--- config.mk ---
export PLATFORM = sky130hd
export DESIGN_NAME = cordic_sweep_ctrl_flat
export DESIGN_NICKNAME = d
export VERILOG_FILES = /design/src/rtl/cordic_sweep_ctrl_if.sv /design/src/rtl/cordic_sweep_ctrl.sv /design/src/flat_wrapper.sv
export SDC_FILE = /design/constraint.sdc
export NUM_CORES = 1
export LEC_CHECK = 0
export CAP_MARGIN = 30
export CORE_MARGIN = 4
export CORE_UTILIZATION = 40
export CTS_BUF_LIST = sky130_fd_sc_hd__clkbuf_4
export CTS_CLUSTER_SIZE = 20
export DETAILED_ROUTE_END_ITERATION = 7
export PLACE_DENSITY = 0.71
export SYNTH_ARGS = -nofsm -noshare
export SYNTH_HDL_FRONTEND = slang
export SYNTH_SLANG_ARGS = --single-unit
--- constraint.sdc ---
create_clock -name sys_clk -period 5.5 [get_ports sys_clk]
set_input_delay 0.55 -clock sys_clk [delete_from_list [all_inputs] [get_ports sys_clk]]
set_output_delay 0.55 -clock sys_clk [all_outputs]
set_load 0.01 [all_outputs]
--- src/rtl/cordic_sweep_ctrl_if.sv ---
// Sweep controller bus: start/abort request, sweep configuration,
// and the phase increment and status returned to the requester.
interface cordic_sweep_ctrl_if #(
   parameter int PW = 19,
   parameter int DW = 16
);
   logic          start;
   logic          abort;
   logic [PW-1:0] cfg_start;
   logic [PW-1:0] cfg_stop;
   logic [PW-1:0] cfg_step;
   logic [DW-1:0] cfg_dwell;
   logic [PW-1:0] phase_inc;
   logic          busy;
   logic          settled;
   logic          done;
   logic [15:0]   step_idx;

   modport master (
      output start, abort,
      output cfg_start, cfg_stop, cfg_step, cfg_dwell,
      input  phase_inc, busy, settled, done, step_idx
   );

   modport slave (
      input  start, abort,
      input  cfg_start, cfg_stop, cfg_step, cfg_dwell,
      output phase_inc, busy, settled, done, step_idx
   );
endinterface

--- src/rtl/cordic_sweep_ctrl.sv ---
// Frequency sweep controller: steps a CORDIC phase increment from start
// to stop, waiting for the pipeline to settle and dwelling at each point.
module cordic_sweep_ctrl #(
   parameter int PW     = 19,
   parameter int DW     = 16,
   parameter int SETTLE = 17
) (
   input  logic                  sys_clk,
   input  logic                  rst_n,
   cordic_sweep_ctrl_if.slave    bus
);
   localparam int SW = $clog2(SETTLE + 1);
   localparam int CW = (DW > SW) ? DW : SW;

   typedef enum logic [1:0] {
      ST_IDLE,
      ST_SETTLE,
      ST_DWELL,
      ST_DONE
   } state_t;

   state_t        state_q;
   logic [PW-1:0] phase_q;
   logic [PW-1:0] stop_q;
   logic [PW-1:0] step_q;
   logic [DW-1:0] dwell_q;
   logic [15:0]   idx_q;
   logic [CW-1:0] cnt_q;
   logic          busy_q;
   logic          settled_q;
   logic          done_q;
   logic [1:0]    sync_q;

   logic [PW:0]   nxt_d;
   logic          last_d;
   logic [CW-1:0] dwell_ld_d;

   // Widened add so a step past the top of the range is seen, not wrapped.
   always_comb begin
      nxt_d      = {1'b0, phase_q} + {1'b0, step_q};
      last_d     = (step_q == '0) || (nxt_d > {1'b0, stop_q});
      dwell_ld_d = '0;
      if (dwell_q != '0) dwell_ld_d = CW'(dwell_q - 1'b1);
   end

   always_ff @(posedge sys_clk or negedge rst_n) begin
      if (!rst_n) begin
         state_q   <= ST_IDLE;
         phase_q   <= '0;
         stop_q    <= '0;
         step_q    <= '0;
         dwell_q   <= '0;
         idx_q     <= '0;
         cnt_q     <= '0;
         busy_q    <= 1'b0;
         settled_q <= 1'b0;
         done_q    <= 1'b0;
         sync_q    <= '0;
      end else begin
         sync_q <= {sync_q[0], 1'b1};
         if (bus.abort && state_q != ST_IDLE) begin
            state_q   <= ST_IDLE;
            busy_q    <= 1'b0;
            settled_q <= 1'b0;
            done_q    <= 1'b0;
         end else begin
            unique case (state_q)
               ST_IDLE: begin
                  // Only accept work once reset release has been synchronised.
                  if (bus.start && !bus.abort && sync_q[1]) begin
                     stop_q  <= bus.cfg_stop;
                     step_q  <= bus.cfg_step;
                     dwell_q <= bus.cfg_dwell;
                     phase_q <= bus.cfg_start;
                     idx_q   <= '0;
                     cnt_q   <= CW'(SETTLE - 1);
                     busy_q  <= 1'b1;
                     state_q <= ST_SETTLE;
                  end
               end
               ST_SETTLE: begin
                  if (cnt_q == '0) begin
                     cnt_q     <= dwell_ld_d;
                     settled_q <= 1'b1;
                     state_q   <= ST_DWELL;
                  end else begin
                     cnt_q <= cnt_q - 1'b1;
                  end
               end
               ST_DWELL: begin
                  if (cnt_q == '0) begin
                     settled_q <= 1'b0;
                     if (last_d) begin
                        done_q  <= 1'b1;
                        state_q <= ST_DONE;
                     end else begin
                        phase_q <= nxt_d[PW-1:0];
                        if (idx_q != 16'hFFFF) idx_q <= idx_q + 16'd1;
                        cnt_q   <= CW'(SETTLE - 1);
                        state_q <= ST_SETTLE;
                     end
                  end else begin
                     cnt_q <= cnt_q - 1'b1;
                  end
               end
               ST_DONE: begin
                  done_q  <= 1'b0;
                  busy_q  <= 1'b0;
                  state_q <= ST_IDLE;
               end
               default: state_q <= ST_IDLE;
            endcase
         end
      end
   end

   assign bus.phase_inc = phase_q;
   assign bus.busy      = busy_q;
   assign bus.settled   = settled_q;
   assign bus.done      = done_q;
   assign bus.step_idx  = idx_q;
endmodule

--- src/flat_wrapper.sv ---
// flat-port wrapper written by rule: the top's interface ports become plain ports
module cordic_sweep_ctrl_flat 
#(
   parameter int PW     = 19,
   parameter int DW     = 16,
   parameter int SETTLE = 17
)
  (sys_clk, rst_n, bus_start, bus_abort, bus_cfg_start, bus_cfg_stop, bus_cfg_step, bus_cfg_dwell, bus_phase_inc, bus_busy, bus_settled, bus_done, bus_step_idx);
  cordic_sweep_ctrl_if #(.PW(PW), .DW(DW)) bus_i ();
  input  logic sys_clk;
  input  logic rst_n;
  input wire logic [$bits(bus_i.start)-1:0] bus_start;
  input wire logic [$bits(bus_i.abort)-1:0] bus_abort;
  input wire logic [$bits(bus_i.cfg_start)-1:0] bus_cfg_start;
  input wire logic [$bits(bus_i.cfg_stop)-1:0] bus_cfg_stop;
  input wire logic [$bits(bus_i.cfg_step)-1:0] bus_cfg_step;
  input wire logic [$bits(bus_i.cfg_dwell)-1:0] bus_cfg_dwell;
  output wire logic [$bits(bus_i.phase_inc)-1:0] bus_phase_inc;
  output wire logic [$bits(bus_i.busy)-1:0] bus_busy;
  output wire logic [$bits(bus_i.settled)-1:0] bus_settled;
  output wire logic [$bits(bus_i.done)-1:0] bus_done;
  output wire logic [$bits(bus_i.step_idx)-1:0] bus_step_idx;
  assign bus_i.start = bus_start;
  assign bus_i.abort = bus_abort;
  assign bus_i.cfg_start = bus_cfg_start;
  assign bus_i.cfg_stop = bus_cfg_stop;
  assign bus_i.cfg_step = bus_cfg_step;
  assign bus_i.cfg_dwell = bus_cfg_dwell;
  assign bus_phase_inc = bus_i.phase_inc;
  assign bus_busy = bus_i.busy;
  assign bus_settled = bus_i.settled;
  assign bus_done = bus_i.done;
  assign bus_step_idx = bus_i.step_idx;
  cordic_sweep_ctrl #(.PW(PW), .DW(DW), .SETTLE(SETTLE)) u_core (.sys_clk(sys_clk), .rst_n(rst_n), .bus(bus_i));
endmodule
==> results of run 1 <==
[stage by stage]
| step | instance area [sq um] | util | hold slack (ns) |
|---|---|---|---|
| 2_1_floorplan | 7463 | - | 0.2544 |
| 3_3_place_gp | 8801 | 0.4850 | 0.3325 |
| 6_report | 8974 | 0.4945 | 0.02875 |
| 5_1_grt | 8974 | 0.4945 | 0.02980 |
| 4_1_cts | 8944 | 0.4928 | 0.1610 |
| 3_5_place_dp | 8801 | 0.4850 | 0.3424 |
[area by class of cell]
| type | instances | area [sq um] |
|---|---|---|
| Clock buffer | 10 | 75.07 |
| Clock inverter | 6 | 67.56 |
| Timing Repair Buffer | 121 | 1211 |
| Multi-Input combinational cell | 573 | 4359 |
| Antenna cell | 1 | 2.502 |
| Inverter | 45 | 168.9 |
| Sequential cell | 112 | 2803 |
| Tap cell | 229 | 286.5 |
| Fill cell | 1701 | 9174 |
[logic make-up after synthesis]
kind of cell / after synthesis / synth area share
AO/OA/AOI/OAI: 165 / 0.1559
XOR/XNOR: 34 / 0.03990
adder cells (fa/ha/maj): 49 / 0.08315
buffers and inverters: 74 / 0.04074
flip-flops: 112 / 0.3755
multiplexers: 92 / 0.1365
other: 1 / 0.0005025
AND/OR/NAND/NOR: 232 / 0.1678
[cells in the mapped netlist, types with 13 or more instances]
cell | number | area (sq um)
xnor2_1 | 22 | 192.7
o21ai_0 | 21 | 105.1
mux2_2 | 74 | 833.3
mux2i_1 | 17 | 170.2
nor2_1 | 43 | 161.4
nor3_1 | 24 | 120.1
a21oi_1 | 47 | 235.2
inv_1 | 45 | 168.9
clkbuf_1 | 20 | 75.07
ha_1 | 48 | 600.6
dfrtp_1 | 112 | 2803
o22ai_1 | 13 | 81.33
nand3_1 | 21 | 105.1
nand2_1 | 59 | 221.5
[routing by layer]
layer | vias up | track usage
met5 | - | 0
met4 | 0 | 0.07511
met3 | 33 | 0.02646
met2 | 202 | 0.2868
met1 | 3049 | 0.2826
li1 | 3007 | -
[registers in the layout (all words and copies together) (netlist names)]
| signal | cells |
|---|---|
| u_core.bus.phase_inc | 19 |
| u_core.step_q | 19 |
| u_core.stop_q | 19 |
| u_core.bus.step_idx | 16 |
| u_core.cnt_q | 16 |
| u_core.dwell_q | 16 |
| u_core.state_q | 2 |
| u_core.sync_q | 2 |
| u_core.bus.busy | 1 |
| u_core.bus.done | 1 |
| u_core.bus.settled | 1 |
[power by group]
| part | switching (W) | leakage [nW] | internal, W |
|---|---|---|---|
| clock | 0.000290 | 0.0746 | 0.000146 |
| sequential | 0.000355 | 1.39 | 0.00116 |
| combinational | 0.00254 | 2.23 | 0.00188 |
[worst max-delay path, delay by kind of cell (launching register included)]
kind | cells | cell delay, ns
xor gates and xnor gates | 1 | 0.08
and+or+nand+nor | 2 | 0.67
DFF | 1 | 0.44
AOI/OAI and AO/OA | 11 | 2.98
adders and majority gates | 3 | 0.85
[path summary, 6_finish.rpt]
path	startpoint	to	slack (ns)	depth (start not counted)
hold reg to reg	u_core.sync_q[0]	u_core.sync_q[1]	0.37	0
setup reg to reg	u_core.bus.phase_inc[0]	u_core.cnt_q[11]	0.39	17
hold / removal	rst_n	u_core.bus.phase_inc[9]	0.03	2
setup / recovery	u_core.bus.phase_inc[0]	u_core.cnt_q[11]	0.39	17
max in group asynchronous	rst_n	u_core.bus.step_idx[3]	4.97	2
min in group sys_clk	u_core.sync_q[0]	u_core.sync_q[1]	0.37	0
==> metrics.md, run 1 <==
| Metric | Value |
|---|---|
| Status | completed |
| Hpwl dp | around 15000 um |
| Drt first pass iters | 5 |
| Synth Register Bits | around 110 |
| Slew Limit Fails | 0 |
| CTS H-tree depth | 3 |
| Overall power | approximately 0.0064 W |
| CTS tree | done |
| Dpl ws | 0.5219 ns |
| Slew @ Worst Pin | 1.071 ns |
| Met3 wire length | 924 um |
| Post-Route M1 WL | 9522 um |
| Critical Path AT | around 5.5 ns |
| Worst setup EP type | register |
| Clock tree buffer depth | 2 |
| RSZ-0062 raised after global routing | false |
| Clock sink count | 112 |
| Number of port buffers | 114 |
| Final min period | roughly 5.1 ns |
| Inst Count DP | 1079 |
| Min-delay worst type | input port to async pin |
| Crit share post-route | 0.9291 |
| Die Ht | ~140 um |
| Pleak | approximately 3.7 nW |
| Post-synth ARST share | 1.000 |
| Die area | 20910 sq um |
| Ys flop type | dfrtp_1 |
| Commonest non-fill, non-tap cell in the layout | clkdlybuf4s50_1 |
| Remaining Overflow, GRT | 0 |
| Slowest CP cell | a21oi_2 |
| First-pass GRT wire length | between 30000 and 40000 um |
| Worst slew margin | 0.2835 |
| Worst vdd ir | approximately 0.00028 V |
| Number of buffers created by CTS | 9 |
| Max Clock Skew | between 0.02 and 0.03 ns |
| Total Wirelength | about 20000 um |
| Resize count post-CTS | 0 |
| Root buffer cell | clkbuf_4 |
| Wire per inst | between 15 and 20 um |
| Vias in the first global route | about 6000 |
| Initial antenna violation count | 1 |
| Max_cap viols | 0 |
| Syn. warnings | 0 |
| Syn Inst Count | ~760 |
| Total GRT Usage | 0.1924 |
| CP Cell Sequence | ha_1, fa_1, a21oi_1, o22ai_1, a21o_1, o21ai_0, o21bai_1, a21oi_1, xnor2_1, ha_1, or3_1, a221oi_1, a31oi_1, or2_2, a21oi_2, o211ai_1, o2bb2ai_1 |
| Violation count after the first detailed-route iteration | roughly 440 |
| Sequential share of the synthesized area | 0.3755 |
| Vias | between 6000 and 7000 |
| Clock-pin slew on the worst setup and hold paths | about 0.18 ns |
| Setup TNS | 0 ns |
| Core Area | 18150 sq um |
| RePlAce Congestion | between 0.9 and 1 |
| Crit path largest cell delay | ~0.55 ns |
| Area grow syn2layout | 20.23% |
| # nets final | between 900 and 1000 |
| CP startpoint kind | register |
| Post-synth EDFFs | 0 |
| Mapped Area | about 7500 sq um |
| Synthesized net count | ~900 |
| Share of layout cells above drive strength 1 | 0.1442 |
| Finished Layout Cells | between 1000 and 1500 |
| Worst endpoint required time | about 5.9 ns |
| Top sig layer | met4 |
| I/O pin total | about 120 |
| Fmax | 195.7 MHz |
| Netlist cell types | 74 |
| Avg Synthesized Cell Area | just under 10 sq um |
| Clk_lat worst skew | around 0.5 ns |
| Worst setup path class | register to register |
| Max FO, Critical Path | 16 |
| Hold Vio Cnt, Final | 0 |
| Commonest cells after routing, fill and taps aside | clkdlybuf4s50_1, dfrtp_1, mux2_2 |
| Power per cell area | around 700 nW/um^2 |
| Die X | approximately 140 um |
| Largest net degree at the start of global routing | 73 |
| Hold Buf Count CTS | 0 |
| Final ANT Viol Nets | 0 |
| # DRC | 0 |
| Initial Utilization | 0.4113 |
| Vias per cell | 5.735 |
| Met2 WL | ~8600 um |
| Post-CTS setup repair buffer count | 0 |
| Setup violations, final | 0 |
| Final WS setup | 0.3901 ns |
| Std cell rows | slightly below 50 |
(Power assumes the default switching activity.)
==> run 2: changes to the inputs <==
--- a/config.mk
+++ b/config.mk
@@ -9,6 +9,7 @@
 export CORE_MARGIN = 4
 export CORE_UTILIZATION = 40
 export CTS_BUF_LIST = sky130_fd_sc_hd__clkbuf_4
+export CTS_CLUSTER_DIAMETER = 40
 export CTS_CLUSTER_SIZE = 20
 export DETAILED_ROUTE_END_ITERATION = 7
 export PLACE_DENSITY = 0.71
==> results of run 2 <==
The final DEF is identical to that of run 1; final timing and power are the same.
==> run 3: changes to the inputs <==
==> constraint.sdc (replaced) <==
create_clock -name sys_clk -period 5.76 [get_ports sys_clk]
set_input_delay 0.576 -clock sys_clk [delete_from_list [all_inputs] [get_ports sys_clk]]
set_output_delay 0.576 -clock sys_clk [all_outputs]
set_load 0.01 [all_outputs]
==> run 3 against run 2 <==
Against the previous run: count of clock-buffer cells in the layout shrank 1; utilization is 0.13 points higher; routed wire length grew 0.60%; global-route usage shrank 0.30 points; hold slack better by 0.10 ns; register-to-register slack gained 0.28 ns; first-iteration DRC count grew 16%; flip-flop and latch count unchanged; final cell count is the same.
==> metrics.md, run 3 (synthesis results as in run 1) <==
| Metric | Value |
|---|---|
| Violation count after the first detailed-route iteration | around 500 |
| # nets final | a little under 1000 |
| CP startpoint kind | register |
| Hpwl dp | 14460 um |
| Number of buffers created by CTS | 9 |
| Commonest cells after routing, fill and taps aside | clkdlybuf4s50_1, dfrtp_1, mux2_2 |
| RR Startpoint | u_core.bus.phase_inc[0] |
| Worst endpoint required time | between 6 and 7 ns |
| Remaining Overflow, GRT | 0 |
| RSZ-0062 raised after global routing | false |
| Multi-input logic area | roughly 4400 sq um |
| Fillers | ~1700 |
| Power per cell area | around 680 nW/um^2 |
| Vias in the first global route | 6081 |
| Die Ht | 144.6 um |
| Crit share post-route | 0.8838 |
| Hold Buf Count CTS | 0 |
| Min-delay worst type | input port to async pin |
| Std cell rows | 49 |
| Largest net degree at the start of global routing | 60 |
| Share of layout cells above drive strength 1 | 0.1453 |
| Final ANT Viol Nets | 0 |
| Clk_lat worst skew | approximately 0.50 ns |
| Post-CTS setup repair buffer count | 0 |
| Slew @ Worst Pin | around 1 ns |
| RePlAce Congestion | about 0.90 |
| Reg2reg path depth | 18 |
| Hold Vio Cnt, Final | 0 |
| # DRC | 0 |
| Total Wirelength | approximately 20000 um |
| Fmax | 196.4 MHz |
| Register-to-register setup slack | about 0.67 ns |
| Worst setup path class | register to register |
| Initial Utilization | 0.4113 |
| Die X | between 100 and 150 um |
| CP Cell Sequence | ha_1, fa_1, a21oi_1, o22ai_1, a21o_1, o21ai_0, o21bai_1, a21oi_1, xnor2_1, ha_1, or3_1, a221oi_1, a31oi_1, nor2_1, o2111a_1, or2_1, buf_4, mux2i_1 |
| Slew Limit Fails | 0 |
| Max FO, Critical Path | 14 |
| CTS tree | done |
| Critical Path AT | 5.52 ns |
| Final min period | a little over 5 ns |
| Setup TNS | 0 ns |
| Status | completed |
| Drt first pass iters | 5 |
| Resize count post-CTS | 0 |
| Clock-pin slew on the worst setup and hold paths | 0.18 ns |
| Final core occ | 0.4958 |
| Commonest non-fill, non-tap cell in the layout | clkdlybuf4s50_1 |
| Slowest CP cell | or2_1 |
| Max Clock Skew | ~0.016 ns |
| Initial antenna violation count | 1 |
| Die area | 20910 sq um |
| Total GRT Usage | 0.1893 |
| Pleak | between 3 and 4 nW |
| Max_cap viols | 0 |
| Dpl ws | around 0.8 ns |
| Number of port buffers | ~110 |
| Core Area | 18150 sq um |
| Setup violations, final | 0 |
| Vias per cell | between 5 and 6 |
| Reg-to-Reg End | u_core.bus.phase_inc[18] |
| CTS H-tree depth | 3 |
| Worst setup EP type | register |
| Final WS setup | approximately 0.67 ns |
| Clock tree buffer depth | 2 |
| Crit path largest cell delay | approximately 0.60 ns |
| Worst vdd ir | between 0.0003 and 0.0004 V |
| Root buffer cell | clkbuf_4 |
| Clock sink count | 112 |
| Wire per inst | between 15 and 20 um |
| I/O pin total | around 120 |
| Vias | 6255 |
| Area grow syn2layout | 20.55% |
| First-pass GRT wire length | 31450 um |
| Overall power | between 0.006 and 0.007 W |
| Worst slew margin | 0.3290 |
| Register area | 2803 sq um |
-- run 3: changes by cell type in the layout (fill, tap and decap cells not counted), sizes merged --
cell | before | now
bufinv | 1 | 3
clkbuf | 10 | 9
clkinv | 3 | 2
-- run 3: area by class of cell --
class                           instances  area share
Tap cell                              229     0.03185
Timing Repair Buffer                  121      0.1324
Antenna cell                            1   0.0002781
Multi-Input combinational cell        573      0.4845
Clock inverter                          7     0.01321
Inverter                               45     0.01877
Sequential cell                       112      0.3115
Clock buffer                            9    0.007509
-- run 3: worst max path at each step --
| stage | depth (start not counted) | startpoint | endpoint |
|---|---|---|---|
| global route | 18 | u_core.bus.phase_inc[0] | u_core.bus.phase_inc[18] |
| finish | 18 | u_core.bus.phase_inc[0] | u_core.bus.phase_inc[18] |
| floorplan | 17 | u_core.bus.phase_inc[0] | u_core.bus.step_idx[11] |
| detailed placement | 17 | u_core.bus.phase_inc[0] | u_core.bus.phase_inc[9] |
| global placement | 17 | u_core.bus.phase_inc[0] | u_core.bus.phase_inc[9] |
| CTS | 17 | u_core.bus.phase_inc[0] | u_core.bus.phase_inc[9] |
-- run 3: per-layer routing --
layer,track usage,routed length [um],vias to the layer above
met5,0,0,-
met4,0.07020,450,0
met2,0.2882,8847,164
met3,0.02348,940,23
met1,0.2761,9444,3065
li1,-,-,3003
-- run 3: report_power, final --
group | switching, W | total [W] | internal (W) | leakage (nW)
logic | 0.00242 | 0.00421 | 0.00179 | 2.22
clock network | 0.000281 | 0.000502 | 0.000221 | 0.0978
registers | 0.000338 | 0.00145 | 0.00111 | 1.39
total | 0.00304 | 0.00616 | 0.00312 | 3.71
-- run 3: per-stage QoR --
step | hold WS, ns | instance area [sq um] | instances
after floorplan | 0.2804 | 7463 | 759
after global placement | 0.3311 | 8808 | 1080
after detailed placement | 0.3363 | 8808 | 1080
after CTS | 0.1342 | 8995 | 1096
after global routing | 0.1623 | 8997 | 1097
final | 0.1303 | 8997 | 1097
-- run 3: worst max-delay path: cells and delay by family (launching register included) --
family / cells / cell delay (ns)
AOI/OAI and AO/OA: 9 / 2.07
and+or+nand+nor: 3 / 1.14
adders and majority gates: 3 / 0.83
DFF: 1 / 0.43
buffers and inverters: 1 / 0.27
muxes: 1 / 0.18
xor gates and xnor gates: 1 / 0.09
